**config.mk**
```make
export PLATFORM = sky130hd
export DESIGN_NAME = ram_arbiter
export DESIGN_NICKNAME = d
export VERILOG_FILES = /design/src/rtl/ram_arbiter.sv
export SDC_FILE = /design/constraint.sdc
export NUM_CORES = 1
export LEC_CHECK = 0
export ABC_AREA = 1
export ABC_CLOCK_PERIOD_IN_PS = 2400
export BUFFER_PORTS_ARGS = -buffer_cell sky130_fd_sc_hd__buf_2
export CAP_MARGIN = 20
export CORE_MARGIN = 1
export CORE_UTILIZATION = 52
export DETAILED_ROUTE_END_ITERATION = 7
export GPL_TIMING_DRIVEN = 0
export PLACE_DENSITY = 0.85
export SETUP_SLACK_MARGIN = 0.2
export SLEW_MARGIN = 40
export SYNTH_ARGS = -nofsm -noshare
export SYNTH_HDL_FRONTEND = slang
export SYNTH_SLANG_ARGS = --single-unit
```
**constraint.sdc**
```tcl
create_clock -name clk -period 2.4 [get_ports clk]
set_clock_uncertainty 0.05 [all_clocks]
set_input_delay 0.12 -clock clk [delete_from_list [all_inputs] [get_ports clk]]
set_output_delay 0.12 -clock clk [all_outputs]
set_load 0.01 [all_outputs]
```
**src/rtl/ram_arbiter.sv**
```systemverilog
// Two-port round-robin arbiter (CPU and debug/loader) in front of a single-port RAM with registered read data.
// Optional CPU write protection of the 0x7800-0x7FFF window is enabled with macro RAM_ARB_WPROT_EN.
module ram_arbiter #(
   parameter int ADDR_W = 16,
   parameter int DATA_W = 8
) (
   input  logic              clk,
   input  logic              rst_n,
   input  logic              cpu_req,
   input  logic              cpu_we,
   input  logic [ADDR_W-1:0] cpu_addr,
   input  logic [DATA_W-1:0] cpu_wdata,
   output logic              cpu_ack,
   output logic [DATA_W-1:0] cpu_rdata,
   input  logic              dbg_req,
   input  logic              dbg_we,
   input  logic [ADDR_W-1:0] dbg_addr,
   input  logic [DATA_W-1:0] dbg_wdata,
   output logic              dbg_ack,
   output logic [DATA_W-1:0] dbg_rdata,
   output logic              mem_en,
   output logic              mem_we,
   output logic [ADDR_W-1:0] mem_addr,
   output logic [DATA_W-1:0] mem_wdata,
   input  logic [DATA_W-1:0] mem_rdata,
`ifdef RAM_ARB_WPROT_EN
   output logic              wp_err,
`endif
   output logic              busy
);

   typedef enum logic [1:0] {
      IDLE,
      ACCESS,
      RESP
   } state_t;

   state_t            state;
   logic              owner;      // 0 = CPU, 1 = DBG
   logic              last;       // owner of the most recent granted access
   logic              pick;
   logic              sel_we;
   logic [ADDR_W-1:0] sel_addr;
   logic [DATA_W-1:0] sel_wdata;
   logic              wr_block;
   logic [DATA_W-1:0] cpu_hold;
   logic [DATA_W-1:0] dbg_hold;

   // NOTE: every signal written in an always_comb gets a default first, so no path can leave it unassigned and infer a latch.
   always_comb begin
      pick      = dbg_req;
      sel_we    = cpu_we;
      sel_addr  = cpu_addr;
      sel_wdata = cpu_wdata;
      if (cpu_req && dbg_req) begin
         pick = ~last;
      end
      if (pick) begin
         sel_we    = dbg_we;
         sel_addr  = dbg_addr;
         sel_wdata = dbg_wdata;
      end
   end

`ifdef RAM_ARB_WPROT_EN
   localparam logic [ADDR_W-12:0] WP_TAG = {1'b0, {(ADDR_W-12){1'b1}}};

   logic prot_q;

   assign wr_block = ~pick & cpu_we & (cpu_addr[ADDR_W-1:11] == WP_TAG);
`else
   assign wr_block = 1'b0;
`endif

   // NOTE: state registers use non-blocking assignments so every flop samples pre-edge values, independent of statement order.
   always_ff @(posedge clk or negedge rst_n) begin
      if (!rst_n) begin
         state     <= IDLE;
         owner     <= 1'b0;
         last      <= 1'b1;
         cpu_ack   <= 1'b0;
         dbg_ack   <= 1'b0;
         mem_en    <= 1'b0;
         mem_we    <= 1'b0;
         mem_addr  <= '0;
         mem_wdata <= '0;
         cpu_hold  <= '0;
         dbg_hold  <= '0;
`ifdef RAM_ARB_WPROT_EN
         prot_q    <= 1'b0;
         wp_err    <= 1'b0;
`endif
      end else begin
         cpu_ack <= 1'b0;
         dbg_ack <= 1'b0;
         mem_en  <= 1'b0;
         mem_we  <= 1'b0;
`ifdef RAM_ARB_WPROT_EN
         wp_err  <= 1'b0;
`endif
         case (state)
            IDLE: begin
               if (cpu_req || dbg_req) begin
                  owner     <= pick;
                  mem_en    <= 1'b1;
                  mem_we    <= sel_we & ~wr_block;
                  mem_addr  <= sel_addr;
                  mem_wdata <= sel_wdata;
`ifdef RAM_ARB_WPROT_EN
                  prot_q    <= wr_block;
`endif
                  state     <= ACCESS;
               end
            end
            ACCESS: begin
               // Ack is raised in the cycle the RAM presents its registered read data.
               cpu_ack <= ~owner;
               dbg_ack <= owner;
`ifdef RAM_ARB_WPROT_EN
               wp_err  <= prot_q;
`endif
               state   <= RESP;
            end
            RESP: begin
               if (owner) begin
                  dbg_hold <= mem_rdata;
               end else begin
                  cpu_hold <= mem_rdata;
               end
               last  <= owner;
               state <= IDLE;
            end
            default: begin
               state <= IDLE;
            end
         endcase
      end
   end

   // Read data passes straight through during the ack cycle and is held afterwards.
   assign cpu_rdata = cpu_ack ? mem_rdata : cpu_hold;
   assign dbg_rdata = dbg_ack ? mem_rdata : dbg_hold;
   assign busy      = (state != IDLE);

endmodule

```
* Yosys cells after proc, flatten, opt, wreduce, memory -nomap -nowiden
Cells that the tools add are included.
** Word-level totals
- Bits in registers :: 48
- Bits of input ports :: 62
- Output and inout bits :: 45
- Logic and storage cells :: 37
** Cells by class
- Equality and inequality tests :: 3
- Multiplexer cells :: 14
- Bitwise logic cells :: 2
- Reductions and logical operators :: 7
** Operators with widths (count)
- 2-to-1 mux 8 bit :: 3
- 2-to-1 mux 16 bit :: 1
- 2-to-1 mux 1 bit :: 8
- AND reduction 2 bit :: 3
- one-hot mux 2 bit (2 select lines) :: 1
- == test 2 x 1 -> 1 bit, second input constant :: 1
- == test 2 bit, second input constant :: 1
- zero test 2 bit :: 1
- 2-to-1 mux 2 bit :: 1
- inequality test 2 bit, second input constant :: 1
- NOT 1 bit :: 2
- nonzero test 2 bit :: 1
- logical AND 1 bit :: 1
- logical OR 1 bit :: 1

* Longest topological paths before layout
- Depth in word-level cells :: 5
- Gate-level depth with buffers :: 6
- Mapped depth without buffers :: 5

* Worst setup path before layout
No wires, ideal clock.
- Path kind :: reg-to-output
- Start :: register dbg_ack
- End :: output port dbg_rdata[5]
- Arrival time :: 1058 ps
- Required time :: 2230 ps
- Path slack :: 1172 ps
- Cell stages (with the launch flop) :: 5
- Buffers on the path :: 2
- Path through :: dfrtp_1 > clkbuf_1 > buf_2 > nor2_1 > a21oi_1
** On the way
- Cells in the longest elaborated chain, start to end :: 1
** RTL lines
- from (decl) :: RTL line 19 : output logic dbg_ack,
- from (signal assigned) :: RTL line 118 : dbg_ack <= owner;
- 2-to-1 mux 8 bit :: RTL line 142 : assign dbg_rdata = dbg_ack ? mem_rdata : dbg_hold;
- to (decl) :: RTL line 20 : output logic [DATA_W-1:0] dbg_rdata,
Every way passes these cells.

* Worst setup path in the final report
Ends and elaborated chain as after synthesis.

==> impl_summary.log <==
[metrics] Synth area leaders: sky130_fd_sc_hd__dfrtp_1, sky130_fd_sc_hd__nand2_1, sky130_fd_sc_hd__inv_1
[metrics] RSZ-0062 raised after global routing: no
[metrics] CP Data Required Time: 2.23 ns
[metrics] leakage dissipation: between 1.5 and 2 nW
[metrics] Critical Path Sink Type: primary output
[metrics] Worst path max stage delay: roughly 0.35 ns
[metrics] number of search-and-repair iterations in the first detailed-routing pass: 4
[metrics] Peak supply drop: 0.0005998 V
[metrics] Inserted Clock Buffers: 5
[metrics] Fin. Hold Viols: 0
[metrics] residual overflow from global routing: 0
[metrics] critical path, cell by cell: clkbuf_1 > buf_2 > nor2_1 > a21oi_1 > buf_2
[metrics] area of the placeable core: 4817 um^2
[metrics] Mapped Avg Cell Area: 8.079 um^2
[metrics] average via count per standard cell: 4.747
[metrics] Maximum Capacitance Violations: 0
[metrics] worst hold slack after final layout: 0.03612 ns
[metrics] CTS tree: built
[metrics] Crit path top cell by count: sky130_fd_sc_hd__buf_2
[metrics] Clk pin slew, worst setup/hold paths: roughly 0.090 ns
[metrics] Area growth, synth to finish: 26.91%
[metrics] DRC violations left: 0
[metrics] boundary pin count: 107
[metrics] critical path class: reg -> out
[metrics] instance area at placement: 3262 um^2
[metrics] vias in the first global route: 2329
[metrics] clk root buf: sky130_fd_sc_hd__clkbuf_8
[metrics] netlist area before placement: 2650 um^2
[metrics] Final Max Slew Viols: 0
[metrics] actual transition at the worst max-transition pin: 0.5933 ns
[metrics] largest net degree at the start of global routing: between 40 and 50
[metrics] DR vias: 2421
[metrics] Power Dens Cells: 1180 nW/um^2
[metrics] largest fanout on the critical path: 10
[metrics] upper clock frequency limit: 0.5900 GHz
[metrics] worst r2r path cells: 6
[metrics] total stage count of the critical path: 5
[metrics] drt wl/cell: 11.32 um
[metrics] Clk Latency, worst-skew pair: approximately 0.3 ns
[metrics] post-cts sizing count: 0
[metrics] fraction of final layout cells with drive strength greater than 1: 37.25%
[metrics] Post-Layout Inst Area: 3363 um^2
[metrics] Synth area leader: sky130_fd_sc_hd__dfrtp_1
[metrics] post-synthesis sequential area ratio: between 40 and 50%
[metrics] r2r startpoint: state[1]$_DFFE_PN0P_
[metrics] final period demand of the worst path: 1.695 ns
[metrics] Clock H-tree levels: 2
[metrics] count of buffering cells on the critical path with inverters included: 3
[metrics] Die X-Extent: between 70 and 80 um
[metrics] R2R Path End: mem_addr[5]$_DFFE_PN0P_
[metrics] starting density of the core: a little under three fifths
[metrics] category of the worst setup path launch point: flop
[metrics] wire length of the first global-routing pass: approximately 9900 um
[metrics] sum of negative setup slack: 0 ns
[metrics] number of sinks driven by the clock tree: 48
[metrics] number of placement rows: 25
[metrics] count of endpoints failing setup in the final report: 0
[metrics] count of warnings emitted by yosys: 0
[metrics] final weighted congestion in routability-driven placement: slightly below 0.8
[metrics] floorplan die height: 73.39 um
[metrics] CP startpoint: dbg_ack$_DFF_PN0_
[metrics] Slew HR: about three fifths
[metrics] count of mapped cells out of synthesis: between 300 and 400
[metrics] number of library cell types mapped by synthesis: 24
[metrics] count of inserted antenna diode cells: 0
[metrics] CP Data Arrival Time: 1.52 ns
[metrics] post-synth net total: 390
[metrics] CP endpoint: dbg_rdata[5]
[metrics] Final ANT Viol Nets: 0
[metrics] Global Route Usage Sum: between 20% and 30%
[metrics] area share of the largest cell type after synthesis: 44.38%
[metrics] quantity of hold-fixing buffers added after cts: 2
[metrics] run status: completed
[metrics] CP top delay family: buffers and inverters
[metrics] classification of the worst-slack hold path: in -> reg
[metrics] number of buffers on the longest clock path: 2
[metrics] total wire length after detailed routing: 5773 um
[metrics] initial antenna violation count: 0
[metrics] Die Footprint: 5385 um^2
[metrics] number of buffers inserted by port buffering: ~110
[metrics] Total Power Consumption: between 3 and 4 mW
[metrics] violation count after the first detailed-route iteration: 179
[metrics] ratio of final minimum period to clock period: 70.62%
[metrics] R2R setup slack: 1.10 ns
[metrics] # fillers: 419
[metrics] HPWL after DPL: 4342 um
[metrics] final net count: 504
[metrics] post-synthesis register bit count: between 40 and 50
[metrics] buffer count from post-CTS setup fixing: 0
[metrics] CP max-delay cell: sky130_fd_sc_hd__dfrtp_1
==> cells in the mapped netlist, drive strengths merged <==
master  number
clkbuf       2
buf         15
dfrtp       47
nor2        22
o21ai       20
dfstp        1
nand2       93
nor3         2
inv         59
nand3       50
a21oi       17
==> how the worst min path moves through the flow <==
stage                       from                       end  slack [ns]  cells after the start
global route        cpu_wdata[0]  mem_wdata[0]$_DFFE_PN0P_        0.07                      5
global placement          cpu_we          mem_we$_DFF_PN0_        0.30                      3
detailed placement         rst_n  mem_wdata[1]$_DFFE_PN0P_        0.12                      1
finish                    dbg_we          mem_we$_DFF_PN0_        0.04                      3
CTS                       dbg_we          mem_we$_DFF_PN0_        0.03                      3
floorplan                  rst_n         cpu_ack$_DFF_PN0_       -0.23                      0
==> cell usage in the layout (no fill, tap or decap), drive strengths merged <==
master and n:
nand3 50, dlygate4sd3 2, clkbuf 9, a21oi 17, dfrtp 47, inv 59, o21ai 20, nor3 2
dfstp 1, buf 120, clkinv 1, nor2 22, nand2 93
==> stage by stage <==
step | cells | setup slack, ns | utilization, %
final | 510 | 0.7052 | 69.82
after global routing | 510 | 0.5802 | 69.82
after CTS | 510 | 0.6905 | 69.82
after detailed placement | 500 | 1.037 | 67.71
after global placement | 500 | 1.079 | 67.66
after floorplan | 328 | 1.172 | -
==> worst reg2reg max path: stages, from the launching register on <==
cell,delay (ns)
sky130_fd_sc_hd__dfrtp_1,0.49
sky130_fd_sc_hd__inv_2,0.12
sky130_fd_sc_hd__nand2_4,0.07
sky130_fd_sc_hd__nor2_8,0.18
sky130_fd_sc_hd__buf_12,0.17
sky130_fd_sc_hd__nand3_2,0.07
sky130_fd_sc_hd__nand2_1,0.07
==> state kept, by name, summed over array words and instances, names as in the netlist <==
signal / count
mem_addr: 16
cpu_hold: 8
dbg_hold: 8
mem_wdata: 8
state: 2
cpu_ack: 1
dbg_ack: 1
last: 1
mem_en: 1
mem_we: 1
owner: 1
==> cell families after synthesis <==
kind of cell	synth area share [%]
and+or+nand+nor	32.20
DFF	45.37
buffers and inverters	13.88
AOI/OAI and AO/OA	8.546
==> where the power goes <==
part / switching (mW) / internal, mW / total (mW) / leakage, nW
Sequential: 0.230 / 1.21 / 1.44 / 0.588
Clock: 0.264 / 0.205 / 0.469 / 0.0422
Combinational: 1.19 / 0.869 / 2.06 / 1.36
==> cell type report <==
| class | count | area [um^2] | share of cell area, % |
|---|---|---|---|
| repair buffers | 107 | 548.0 | 16.29 |
| clock inverters | 1 | 5.005 | 0.1488 |
| well taps | 67 | 83.83 | 2.493 |
| multi-input cells | 204 | 1080 | 32.11 |
| plain buffers | 17 | 146.4 | 4.353 |
| inverters | 59 | 221.5 | 6.585 |
| flip-flops and latches | 48 | 1202 | 35.75 |
| clock buffers | 7 | 76.32 | 2.269 |
==> metal layers <==
layer,up-vias,global-route usage (%),part of all wire (%)
met2,81,41.77,49
met5,-,0,0
met4,0,8.120,1.5
met3,12,4.252,4.5
li1,1241,-,-
met1,1087,29.03,45
Note: power is estimated with default switching activity, not from simulation.
